$ cat src/rtl/writeback_unit_pkg.sv
// Shared register-file geometry and writeback FIFO helpers.
// Used by both the register file and the writeback unit.
package writeback_unit_pkg;

    localparam int REG_W      = 16;
    localparam int REG_ADDR_W = 3;
    localparam int NUM_REGS   = 1 << REG_ADDR_W;
    localparam int WB_DEPTH   = 4;

    // Encoding is {push1, push0} so a raw cast from the two push strobes works.
    typedef enum logic [1:0] {
        SRC_NONE = 2'b00,
        SRC_MEM  = 2'b01,
        SRC_ALU  = 2'b10,
        SRC_BOTH = 2'b11
    } push_sel_e;

    function automatic int cnt_width(input int depth);
        return $clog2(depth) + 1;
    endfunction

endpackage

$ cat src/rtl/wb_fifo.sv
// In-order writeback queue: up to two pushes (port 0 first) and one pop per cycle.
// Head outputs read as zero when the queue is empty.
module wb_fifo
    import writeback_unit_pkg::*;
#(
    parameter int WIDTH  = REG_W,
    parameter int ADDR_W = REG_ADDR_W,
    parameter int DEPTH  = WB_DEPTH
) (
    input  logic                     clk,
    input  logic                     reset,
    input  logic                     push0_i,
    input  logic [ADDR_W-1:0]        push0_addr_i,
    input  logic [WIDTH-1:0]         push0_data_i,
    input  logic                     push1_i,
    input  logic [ADDR_W-1:0]        push1_addr_i,
    input  logic [WIDTH-1:0]         push1_data_i,
    input  logic                     pop_i,
    output logic [ADDR_W-1:0]        head_addr_o,
    output logic [WIDTH-1:0]         head_data_o,
    output logic [$clog2(DEPTH):0]   count_o
);

    localparam int PTR_W = $clog2(DEPTH);
    localparam int CNT_W = PTR_W + 1;

    logic [ADDR_W-1:0] addr_q [DEPTH];
    logic [WIDTH-1:0]  data_q [DEPTH];

    logic [PTR_W-1:0] wr_ptr_q, wr_ptr_d;
    logic [PTR_W-1:0] rd_ptr_q, rd_ptr_d;
    logic [PTR_W-1:0] wr_ptr_p1;
    logic [CNT_W-1:0] count_q, count_d;
    logic             empty;
    logic             pop;
    push_sel_e        sel;

    assign empty = (count_q == '0);
    assign pop   = pop_i && !empty;
    assign sel   = push_sel_e'({push1_i, push0_i});

    always_comb begin
        wr_ptr_p1 = wr_ptr_q + 1'b1;
        wr_ptr_d  = wr_ptr_q;
        unique case (sel)
            SRC_MEM,
            SRC_ALU:  wr_ptr_d = wr_ptr_p1;
            SRC_BOTH: wr_ptr_d = wr_ptr_q + PTR_W'(2);
            default:  wr_ptr_d = wr_ptr_q;
        endcase
        rd_ptr_d = pop ? rd_ptr_q + 1'b1 : rd_ptr_q;
        count_d  = count_q + CNT_W'(push0_i) + CNT_W'(push1_i) - CNT_W'(pop);
    end

    always_ff @(posedge clk or posedge reset) begin
        if (reset) begin
            wr_ptr_q <= '0;
            rd_ptr_q <= '0;
            count_q  <= '0;
        end else begin
            wr_ptr_q <= wr_ptr_d;
            rd_ptr_q <= rd_ptr_d;
            count_q  <= count_d;
        end
    end

    // When both arrive together the load result takes the earlier slot.
    always_ff @(posedge clk or posedge reset) begin
        if (reset) begin
            for (int i = 0; i < DEPTH; i++) begin
                addr_q[i] <= '0;
                data_q[i] <= '0;
            end
        end else begin
            unique case (sel)
                SRC_MEM: begin
                    addr_q[wr_ptr_q] <= push0_addr_i;
                    data_q[wr_ptr_q] <= push0_data_i;
                end
                SRC_ALU: begin
                    addr_q[wr_ptr_q] <= push1_addr_i;
                    data_q[wr_ptr_q] <= push1_data_i;
                end
                SRC_BOTH: begin
                    addr_q[wr_ptr_q]  <= push0_addr_i;
                    data_q[wr_ptr_q]  <= push0_data_i;
                    addr_q[wr_ptr_p1] <= push1_addr_i;
                    data_q[wr_ptr_p1] <= push1_data_i;
                end
                default: ;
            endcase
        end
    end

    assign head_addr_o = empty ? '0 : addr_q[rd_ptr_q];
    assign head_data_o = empty ? '0 : data_q[rd_ptr_q];
    assign count_o     = count_q;

endmodule

$ cat src/rtl/writeback_unit.sv
// Register-file write master: merges load and ALU results into one write per cycle
// and tracks which destinations still have a write in flight.
module writeback_unit
    import writeback_unit_pkg::*;
#(
    parameter int WIDTH  = REG_W,
    parameter int ADDR_W = REG_ADDR_W,
    parameter int DEPTH  = WB_DEPTH
) (
    input  logic                   clk,
    input  logic                   reset,
    input  logic                   mem_valid,
    output logic                   mem_ready,
    input  logic [ADDR_W-1:0]      mem_addr,
    input  logic [WIDTH-1:0]       mem_data,
    input  logic                   alu_valid,
    output logic                   alu_ready,
    input  logic [ADDR_W-1:0]      alu_addr,
    input  logic [WIDTH-1:0]       alu_data,
    input  logic                   issue_valid,
    input  logic [ADDR_W-1:0]      issue_addr,
    output logic [2**ADDR_W-1:0]   pending,
    output logic                   writeEnable,
    output logic [ADDR_W-1:0]      writeAddr,
    output logic [WIDTH-1:0]       d
);

    localparam int CNT_W = cnt_width(DEPTH);
    localparam int NREG  = 2**ADDR_W;
    localparam logic [CNT_W-1:0] MEM_MAX = CNT_W'(DEPTH - 1);
    localparam logic [CNT_W-1:0] ALU_MAX = CNT_W'(DEPTH - 2);

    logic [CNT_W-1:0] count;
    logic             mem_push;
    logic             alu_push;
    logic [NREG-1:0]  pending_q, pending_d;

    // Readiness looks only at the registered count; a same-cycle pop is not credited.
    assign mem_ready = (count <= MEM_MAX);
    assign alu_ready = (count <= ALU_MAX) || ((count == MEM_MAX) && !mem_valid);

    assign mem_push = mem_valid && mem_ready;
    assign alu_push = alu_valid && alu_ready;

    assign writeEnable = (count != '0);

    wb_fifo #(
        .WIDTH  (WIDTH),
        .ADDR_W (ADDR_W),
        .DEPTH  (DEPTH)
    ) u_fifo (
        .clk          (clk),
        .reset        (reset),
        .push0_i      (mem_push),
        .push0_addr_i (mem_addr),
        .push0_data_i (mem_data),
        .push1_i      (alu_push),
        .push1_addr_i (alu_addr),
        .push1_data_i (alu_data),
        .pop_i        (writeEnable),
        .head_addr_o  (writeAddr),
        .head_data_o  (d),
        .count_o      (count)
    );

    // A new issue to the register being committed keeps its bit set.
    always_comb begin
        pending_d = pending_q;
        if (writeEnable) begin
            pending_d[writeAddr] = 1'b0;
        end
        if (issue_valid) begin
            pending_d[issue_addr] = 1'b1;
        end
    end

    always_ff @(posedge clk or posedge reset) begin
        if (reset) begin
            pending_q <= '0;
        end else begin
            pending_q <= pending_d;
        end
    end

    assign pending = pending_q;

endmodule
$ cat config.mk
export PLATFORM = sky130hd
export DESIGN_NAME = writeback_unit
export DESIGN_NICKNAME = d
export VERILOG_FILES = /design/src/rtl/writeback_unit_pkg.sv /design/src/rtl/wb_fifo.sv /design/src/rtl/writeback_unit.sv
export SDC_FILE = /design/constraint.sdc
export NUM_CORES = 1
export LEC_CHECK = 0
export CAP_MARGIN = 30
export CORE_MARGIN = 8
export CORE_UTILIZATION = 45
export DETAILED_ROUTE_END_ITERATION = 8
export HOLD_SLACK_MARGIN = 0.15
export PLACE_DENSITY = 0.76
export SLEW_MARGIN = 20
export SYNTH_ARGS = -nofsm -noshare
export SYNTH_HDL_FRONTEND = slang
export SYNTH_HIERARCHICAL = 1
export SYNTH_SLANG_ARGS = --single-unit
$ cat constraint.sdc
create_clock -name clk -period 3.35 [get_ports clk]
set_input_delay 1.005 -clock clk [delete_from_list [all_inputs] [get_ports clk]]
set_output_delay 1.005 -clock clk [all_outputs]
set_load 0.05 [all_outputs]
==> summary.md, run 1 <==
| Metric | Value |
|---|---|
| Global-route wire length before repair | `39000 um` |
| Avg Vias per Cell | `6.71` |
| Clock buffer depth | `2` |
| Xor and xnor area share after synthesis | `0.00433` |
| CTS root buf | `clkbuf_16` |
| Async SR Flop Fraction | `1.00` |
| Tot GR Track Use | `0.214` |
| Initial core utilization | `0.455` |
| CP Launch Type | `flip-flop` |
| Total CTS buffers | `9` |
| Setup TNS | `0 ps` |
| WL final | `24200 um` |
| CP Data Arrival Time | `2140 ps` |
| Router iterations before antenna repair | `9` |
| DRT iter0 DRCs | `1239` |
| Tmin final | `3140 ps` |
| Cell Rows | `49` |
| Failing checks | `design-rule violations` |
| Clock Latency Late Sink | `350 ps` |
| # resized after CTS | `0` |
| Number of post-CTS setup repair buffers | `0` |
| Hold_buf cts | `0` |
| Unrepaired setup endpoints after global routing | `no` |
| Die area | `22500 um2` |
| Maxcap violations | `0` |
| Skew final | `9.52 ps` |
| Critical Path Fanout Max | `6` |
| DRC errors left | `10` |
| Via count | `7526` |
| Status | `complete, but fails checks` |
| Crit Path Category | `flip-flop to primary output` |
| Dpl hpwl | `15000 um` |
| Post-synthesis simple-gate area fraction | `0.183` |
| Die width | `150 um` |
| Worst vdd ir | `0.579 mV` |
| Syn Inst Count | `850` |
| Pwr per Cell Area | `1080 nW/um2` |
| Hold crit path type | `flip-flop to flip-flop` |
| Worst-Margin Slew | `678 ps` |
| Crit end category | `primary output` |
| Routed wire length per instance | `21.6 um` |
| Overall power | `10.3 mW` |
| Inserted Diodes | `0` |
| Area grow syn2layout | `17.9%` |
| Antenna violations before repair | `0` |
| Layout cells sized above 1 | `0.215` |
| Routability cong. | `0.789` |
| Sink Count | `91` |
| Final Hold Viols | `0` |
| Fin crit share | `0.938` |
| Final Util | `0.536` |
| Leak Pwr | `3.45 nW` |
| Clock slew at reported path FFs | `70 ps` |
| Endpoints failing setup | `0` |
| Largest family of logic cells by synthesized area | `compound AO/OA/AOI/OAI gates` |
| IO Pins | `76` |
| Pin count of the biggest net entering global routing | `83` |
| Chip height | `150 um` |
| TritonCTS clock tree | `yes` |
| Compound-Gate Fraction of Synth Area | `0.275` |
| Worst relative slew slack | `0.548` |
| Post-synth top flop | `dfrtp_1` |
| Routed Antenna Nets | `0` |
| Core area | `17800 um2` |
| Mux cell area share after synthesis | `0.157` |
| Htree depth | `3` |
| Fmax | `0.318 GHz` |
| Synth Net Count | `910` |
| Adder-cell share of the synthesized area | `0.0235` |
| Number of nets in the layout | `948` |
| Required time worst endpoint | `2340 ps` |
| Grt ovf | `0` |
| Pins Over Slew Limit | `0` |
| Register area share after synthesis | `0.282` |
| Ys Warns | `6` |
| Unique masters post-synth | `40` |
| Post-synth EDFFs | `0` |
| Mapped Area | `8090 um2` |
| Vias in the first global route | `7165` |
| Mapped Avg Cell Area | `9.52 um2` |
| Port bufs | `75` |
| Yosys reg bits | `91` |
==> placed cells by master, fill, tap and decap left out, types with 2 or more instances in the layout <==
cell / synthesis / layout
clkbuf_8: 0 / 3
dfrtp_1: 91 / 91
a21oi_1: 77 / 77
ha_4: 0 / 2
mux2_2: 73 / 73
a222oi_1: 73 / 73
nor2b_1: 40 / 40
clkbuf_16: 0 / 9
a221o_1: 2 / 2
nand2b_1: 77 / 77
nor3_2: 1 / 2
nand2_1: 7 / 7
clkinv_2: 0 / 4
nand3b_1: 76 / 76
inv_1: 14 / 12
and2_1: 5 / 5
nor2_1: 2 / 2
a22o_1: 2 / 2
buf_12: 0 / 24
nor3b_4: 4 / 4
o41ai_1: 3 / 3
ha_1: 12 / 6
ha_2: 0 / 4
o31ai_1: 81 / 81
o21ai_0: 75 / 75
fa_1: 2 / 2
buf_8: 0 / 3
mux4_2: 19 / 19
xor2_1: 2 / 2
xnor2_1: 2 / 2
buf_4: 10 / 39
mux2i_1: 2 / 2
o21ai_1: 4 / 4
clkdlybuf4s50_1: 0 / 55
==> registers in the layout (all words and copies together), names as in the netlist <==
name             cells
u_fifo/data_q       64
u_fifo/addr_q       12
pending              8
u_fifo/count_o       3
u_fifo/rd_ptr_q      2
u_fifo/wr_ptr_q      2
==> cells in the mapped netlist, types with 6 or more instances <==
cell type / instances / share of area
dfrtp_1: 91 / 0.28
o31ai_1: 81 / 0.075
a21oi_1: 77 / 0.048
nand2b_1: 77 / 0.060
nand3b_1: 76 / 0.071
o21ai_0: 75 / 0.046
a222oi_1: 73 / 0.090
mux2_2: 73 / 0.10
nor2b_1: 40 / 0.031
buf_2: 33 / 0.020
clkbuf_1: 29 / 0.013
mux4_2: 19 / 0.053
buf_6: 16 / 0.022
inv_1: 14 / 0.0065
ha_1: 12 / 0.019
buf_4: 10 / 0.0093
nand2_1: 7 / 0.0032
buf_1: 6 / 0.0028
==> cell type report <==
type	instances	area, um2
Multi-Input combinational cell	650	5250
Timing Repair Buffer	122	1380
Fill cell	1572	8240
Clock inverter	4	23.8
Tap cell	229	287
Inverter	14	53.8
Clock buffer	12	267
Sequential cell	91	2280
==> cell families after synthesis <==
kind of cell	count (synthesis)
AO/OA/AOI/OAI	322
multiplexers	94
flip-flops	91
XOR/XNOR	4
buffers and inverters	109
AND/OR/NAND/NOR	216
adder cells (fa/ha/maj)	14
==> worst max-delay path: stages, from the launching register on <==
cell	delay, ps
dfrtp_1	470
nor3_2	420
inv_1	160
clkdlybuf4s50_1	740
==> final timing paths <==
| path | start | end | slack [ps] | cells after the start |
|---|---|---|---|---|
| worst max-delay path | u_fifo/count_o[1] | writeEnable | 210 | 3 |
| worst min-delay path | pending[0] | pending[0] | 500 | 2 |
| worst max register to register | u_fifo/count_o[1] | u_fifo/count_o[2] | 770 | 8 |
| worst min register to register | pending[0] | pending[0] | 500 | 2 |
| max in group asynchronous | reset | u_fifo/data_q[55] | 1730 | 3 |
| min in group asynchronous | reset | pending[0] | 970 | 2 |
==> report_power, final <==
group / leakage, nW / internal (mW) / switching [mW]
clock network: 0.148 / 0.563 / 0.466
registers: 1.12 / 1.66 / 0.519
logic: 2.18 / 3.20 / 3.94
total: 3.45 / 5.42 / 4.92
==> per-stage QoR <==
stage | instance area, um2 | cells | hold WS, ps | worst slack [ps]
final | 9540 | 1122 | 503 | 206
after global routing | 9540 | 1122 | 547 | 55.6
after CTS | 9520 | 1121 | 514 | 152
after detailed placement | 9230 | 1105 | 498 | -199
after global placement | 9190 | 1102 | 491 | -278
after floorplan | 8100 | 850 | 474 | 162
==> routing by layer <==
metal	vias to the layer above	GRT usage	wire length, um
met5	-	0	0
met4	0	0.0880	533
met3	44	0.0324	1990
met2	356	0.338	11600
met1	3707	0.289	10100
li1	3419	-	-
Note: power is estimated with default switching activity, not from simulation.
==> inputs of run 2 (changes only) <==
--- a/config.mk
+++ b/config.mk
@@ -6,5 +6,5 @@
 export NUM_CORES = 1
 export LEC_CHECK = 0
-export CAP_MARGIN = 30
+export CAP_MARGIN = 20
 export CORE_MARGIN = 8
 export CORE_UTILIZATION = 45
==> constraint.sdc (replaced) <==
create_clock -name clk -period 3.35 [get_ports clk]
set_input_delay 0.335 -clock clk [delete_from_list [all_inputs] [get_ports clk]]
set_output_delay 0.335 -clock clk [all_outputs]
set_load 0.05 [all_outputs]
==> summary.md, run 2 (synthesis results as in run 1) <==
| Metric | Value |
|---|---|
| Avg Vias per Cell | `6.69` |
| CP Launch Type | `flip-flop` |
| Tmin final | `3040 ps` |
| Total CTS buffers | `9` |
| CTS root buf | `clkbuf_16` |
| # resized after CTS | `0` |
| WL final | `23700 um` |
| Max incr delay on CP | `760 ps` |
| Maxcap violations | `0` |
| Clock Latency Late Sink | `350 ps` |
| Biggest register | `u_fifo/data_q` |
| Placed cells | `1085` |
| Via count | `7374` |
| Initial core utilization | `0.455` |
| Global-route wire length before repair | `38200 um` |
| Routability cong. | `0.816` |
| Clock buffer depth | `2` |
| Max reg flops | `64` |
| TritonCTS clock tree | `yes` |
| Htree depth | `3` |
| Grt peak-use layer | `met2` |
| Fmax | `0.329 GHz` |
| Met3 Use GR | `0.0281` |
| DRC errors left | `0` |
| Area grow syn2layout | `13.2%` |
| Global Route met2 Usage | `0.329` |
| CP Data Arrival Time | `2710 ps` |
| Critical Path Fanout Max | `9` |
| Vias in the first global route | `6866` |
| Status | `completed` |
| Routed Antenna Nets | `0` |
| Crit path cell chain | `buf_4 -> mux4_2 -> nor2b_1 -> clkdlybuf4s50_1` |
| Crit end category | `primary output` |
| Antenna violations before repair | `0` |
| Leak Pwr | `3.22 nW` |
| Inserted Diodes | `0` |
| Fin crit share | `0.909` |
| Final Hold Viols | `0` |
| Most frequent cells in the layout | `dfrtp_1, o31ai_1, nand2b_1, a21oi_1, nand3b_1` |
| Worst vdd ir | `0.628 mV` |
| Core area | `17800 um2` |
| Router iterations before antenna repair | `8` |
| Die area | `22500 um2` |
| Tot GR Track Use | `0.210` |
| Number of post-CTS setup repair buffers | `0` |
| Worst-Margin Slew | `1190 ps` |
| GRT met1 Usage | `0.293` |
| Top delay family on crit path | `buffers and inverters` |
| WP buf/inv | `2` |
| Hold crit path type | `input port to async pin` |
| Layout cells sized above 1 | `0.171` |
| Hold_buf cts | `0` |
| Required time worst endpoint | `3010 ps` |
| Crit Path Category | `flip-flop to primary output` |
| Endpoints failing setup | `0` |
| Pins Over Slew Limit | `0` |
| Finished Layout Cells | `1102` |
| Setup TNS | `0 ps` |
| Port bufs | `75` |
| Most common cell after layout, fill and taps aside | `dfrtp_1` |
| IO Pins | `76` |
| Grt ovf | `0` |
| Pin count of the biggest net entering global routing | `77` |
| Die width | `150 um` |
| Unrepaired setup endpoints after global routing | `no` |
| DRT iter0 DRCs | `1207` |
| Critical path's slowest cell | `dfrtp_1` |
| Routed wire length per instance | `21.5 um` |
| Dpl hpwl | `13800 um` |
| Sink Count | `91` |
| Pwr per Cell Area | `1070 nW/um2` |
| Skew final | `9.12 ps` |
| Number of nets in the layout | `928` |
| Cell Rows | `49` |
| Chip height | `150 um` |
| Clock slew at reported path FFs | `70 ps` |
| Worst relative slew slack | `0.204` |
[run 2: final cells by class]
type | instances | area (um2)
clock inverters | 2 | 12.5
multi-input cells | 650 | 5240
repair buffers | 102 | 1040
flip-flops and latches | 91 | 2280
fillers | 1680 | 8620
clock buffers | 14 | 244
well taps | 229 | 287
inverters | 14 | 53.8
[run 2: final timing paths]
path	start	slack, ps	end	cells past startpoint
max	u_fifo/rd_ptr_q[1]	310	d[13]	4
min	reset	300	pending[0]	2
max reg2reg	u_fifo/count_o[0]	620	u_fifo/data_q[61]	8
min reg2reg	pending[6]	500	pending[6]	2
max in group asynchronous	reset	2200	u_fifo/data_q[23]	3
min in group clk	pending[6]	500	pending[6]	2
[run 2: worst register-to-register path, delay by kind of cell, from the launching register on]
| kind | cells | cell delay [ps] |
|---|---|---|
| flip-flops | 1 | 480 |
| buffers and inverters | 2 | 720 |
| AND/OR/NAND/NOR | 2 | 490 |
| adder cells (fa/ha/maj) | 1 | 250 |
| AO/OA/AOI/OAI | 3 | 650 |
[run 2: power by group]
part,total [mW],internal (mW),leakage [nW],switching [mW]
clock network,0.959,0.505,0.121,0.454
logic,6.66,2.86,1.98,3.81
registers,2.19,1.66,1.12,0.533
total,9.81,5.02,3.22,4.79
[run 2: routing by layer]
metal  share of wire  vias to the layer above
li1                -                     3373
met1            0.42                     3598
met2            0.47                      377
met3           0.096                       26
met4           0.014                        0
met5               0                        -
[run 2: stage by stage]
| stage | hold WS (ps) | instance area, um2 | utilization | total power [mW] | worst slack, ps |
|---|---|---|---|---|---|
| floorplan | 151 | 8090 | - | 7.27 | 350 |
| global placement | 490 | 8890 | 0.500 | 8.69 | 417 |
| detailed placement | 486 | 8890 | 0.500 | 8.79 | 360 |
| CTS | 307 | 9140 | 0.514 | 9.79 | 298 |
| global route | 354 | 9160 | 0.515 | 10.5 | 244 |
| finish | 299 | 9160 | 0.515 | 9.81 | 306 |
==> inputs of run 3 (changes only) <==
- PLACE_DENSITY: 0.76 -> 0.63
==> summary.md, run 3 (synthesis results as in run 1) <==
| Metric | Value |
|---|---|
| Most frequent cells in the layout | `dfrtp_1, o31ai_1, nand2b_1, a21oi_1, nand3b_1` |
| Worst relative slew slack | `0.236` |
| Maxcap violations | `0` |
| Number of nets in the layout | `928` |
| Router iterations before antenna repair | `9` |
| Max reg flops | `64` |
| Layout cells sized above 1 | `0.175` |
| Global-route wire length before repair | `40500 um` |
| Pins Over Slew Limit | `0` |
| Pwr per Cell Area | `1090 nW/um2` |
| Crit end category | `primary output` |
| Routed Antenna Nets | `0` |
| Hold crit path type | `input port to async pin` |
| Status | `complete, but fails checks` |
| Leak Pwr | `3.25 nW` |
| Skew final | `8.56 ps` |
| Vias in the first global route | `7501` |
| Fmax | `0.337 GHz` |
| Endpoints failing setup | `0` |
| Sink Count | `91` |
| Port bufs | `75` |
| Worst-Margin Slew | `1140 ps` |
| Finished Layout Cells | `1102` |
| Final Hold Viols | `0` |
| Avg Vias per Cell | `6.83` |
| Die area | `22500 um2` |
| Setup TNS | `0 ps` |
| Inserted Diodes | `0` |
| Clock slew at reported path FFs | `70 ps` |
| Failing checks | `design-rule violations` |
| Antenna violations before repair | `0` |
| CP Launch Type | `flip-flop` |
| Dpl hpwl | `15100 um` |
| Hold_buf cts | `0` |
| Placed cells | `1085` |
| WL final | `25400 um` |
| Routability cong. | `0.828` |
| CP Data Arrival Time | `2630 ps` |
| Required time worst endpoint | `3010 ps` |
| Critical Path Fanout Max | `16` |
| Initial core utilization | `0.455` |
| Biggest register | `u_fifo/data_q` |
| Cell Rows | `49` |
| Via count | `7524` |
| Fin crit share | `0.886` |
| Multi-input logic area | `5240 um2` |
| Most common cell after layout, fill and taps aside | `dfrtp_1` |
| Unrepaired setup endpoints after global routing | `no` |
| Chip height | `150 um` |
| Tot GR Track Use | `0.224` |
| Routed wire length per instance | `23.0 um` |
| Htree depth | `3` |
| Crit Path Category | `flip-flop to primary output` |
| TritonCTS clock tree | `yes` |
| Pin count of the biggest net entering global routing | `112` |
| # resized after CTS | `0` |
| CTS root buf | `clkbuf_16` |
| Tmin final | `2970 ps` |
| Area grow syn2layout | `14.2%` |
| Clock buffer depth | `2` |
| Total CTS buffers | `9` |
| Number of post-CTS setup repair buffers | `0` |
| Fillcell total | `1605` |
| Grt ovf | `0` |
| DRT iter0 DRCs | `1066` |
| Worst vdd ir | `0.568 mV` |
| Sequential cell area | `2280 um2` |
| DRC errors left | `2` |
| Die width | `150 um` |
| IO Pins | `76` |
| Core area | `17800 um2` |
| Clock Latency Late Sink | `360 ps` |
==> run 3: cell type report <==
class | count | area share
Tap cell | 229 | 0.0310
Inverter | 14 | 0.00582
Multi-Input combinational cell | 650 | 0.568
Clock buffer | 10 | 0.0248
Sequential cell | 91 | 0.247
Clock inverter | 6 | 0.00975
Timing Repair Buffer | 102 | 0.114
==> run 3: metal layers <==
metal	GRT usage	routed length, um	vias to the layer above
met5	0	0	-
met4	0.0935	576	0
met3	0.0351	2070	44
met2	0.366	12200	380
met1	0.290	10600	3737
li1	-	-	3363
==> run 3: worst paths after layout <==
kind | startpoint | to | depth (start not counted) | slack, ps
min in group clk | pending[6] | pending[6] | 2 | 510
max reg2reg | u_fifo/count_o[0] | u_fifo/data_q[9] | 8 | 550
min reg2reg | pending[6] | pending[6] | 2 | 510
min | reset | pending[7] | 2 | 330
max | u_fifo/rd_ptr_q[0] | d[10] | 4 | 380
max in group asynchronous | reset | u_fifo/data_q[37] | 3 | 2380
==> run 3: worst max-delay path, stage by stage, from the launching register on <==
cell             delay (ps)
dfrtp_1                 580
buf_12                  260
mux4_2                  540
nor2b_1                 170
clkdlybuf4s50_1         720
==> run 3: through the flow <==
stage	utilization	area, um2	setup slack [ps]	hold slack [ps]	total power, mW
after floorplan	-	8090	350	151	7.27
after global placement	0.500	8890	269	481	8.66
after detailed placement	0.501	8910	245	494	8.93
after CTS	0.519	9230	364	335	10.1
after global routing	0.519	9240	329	368	10.8
final	0.519	9240	383	326	10.1
==> run 3: power breakdown <==
part / internal [mW] / switching [mW] / leakage [nW]
sequential: 1.66 / 0.536 / 1.12
clock: 0.655 / 0.481 / 0.141
combinational: 2.90 / 3.89 / 1.98
total: 5.21 / 4.90 / 3.25
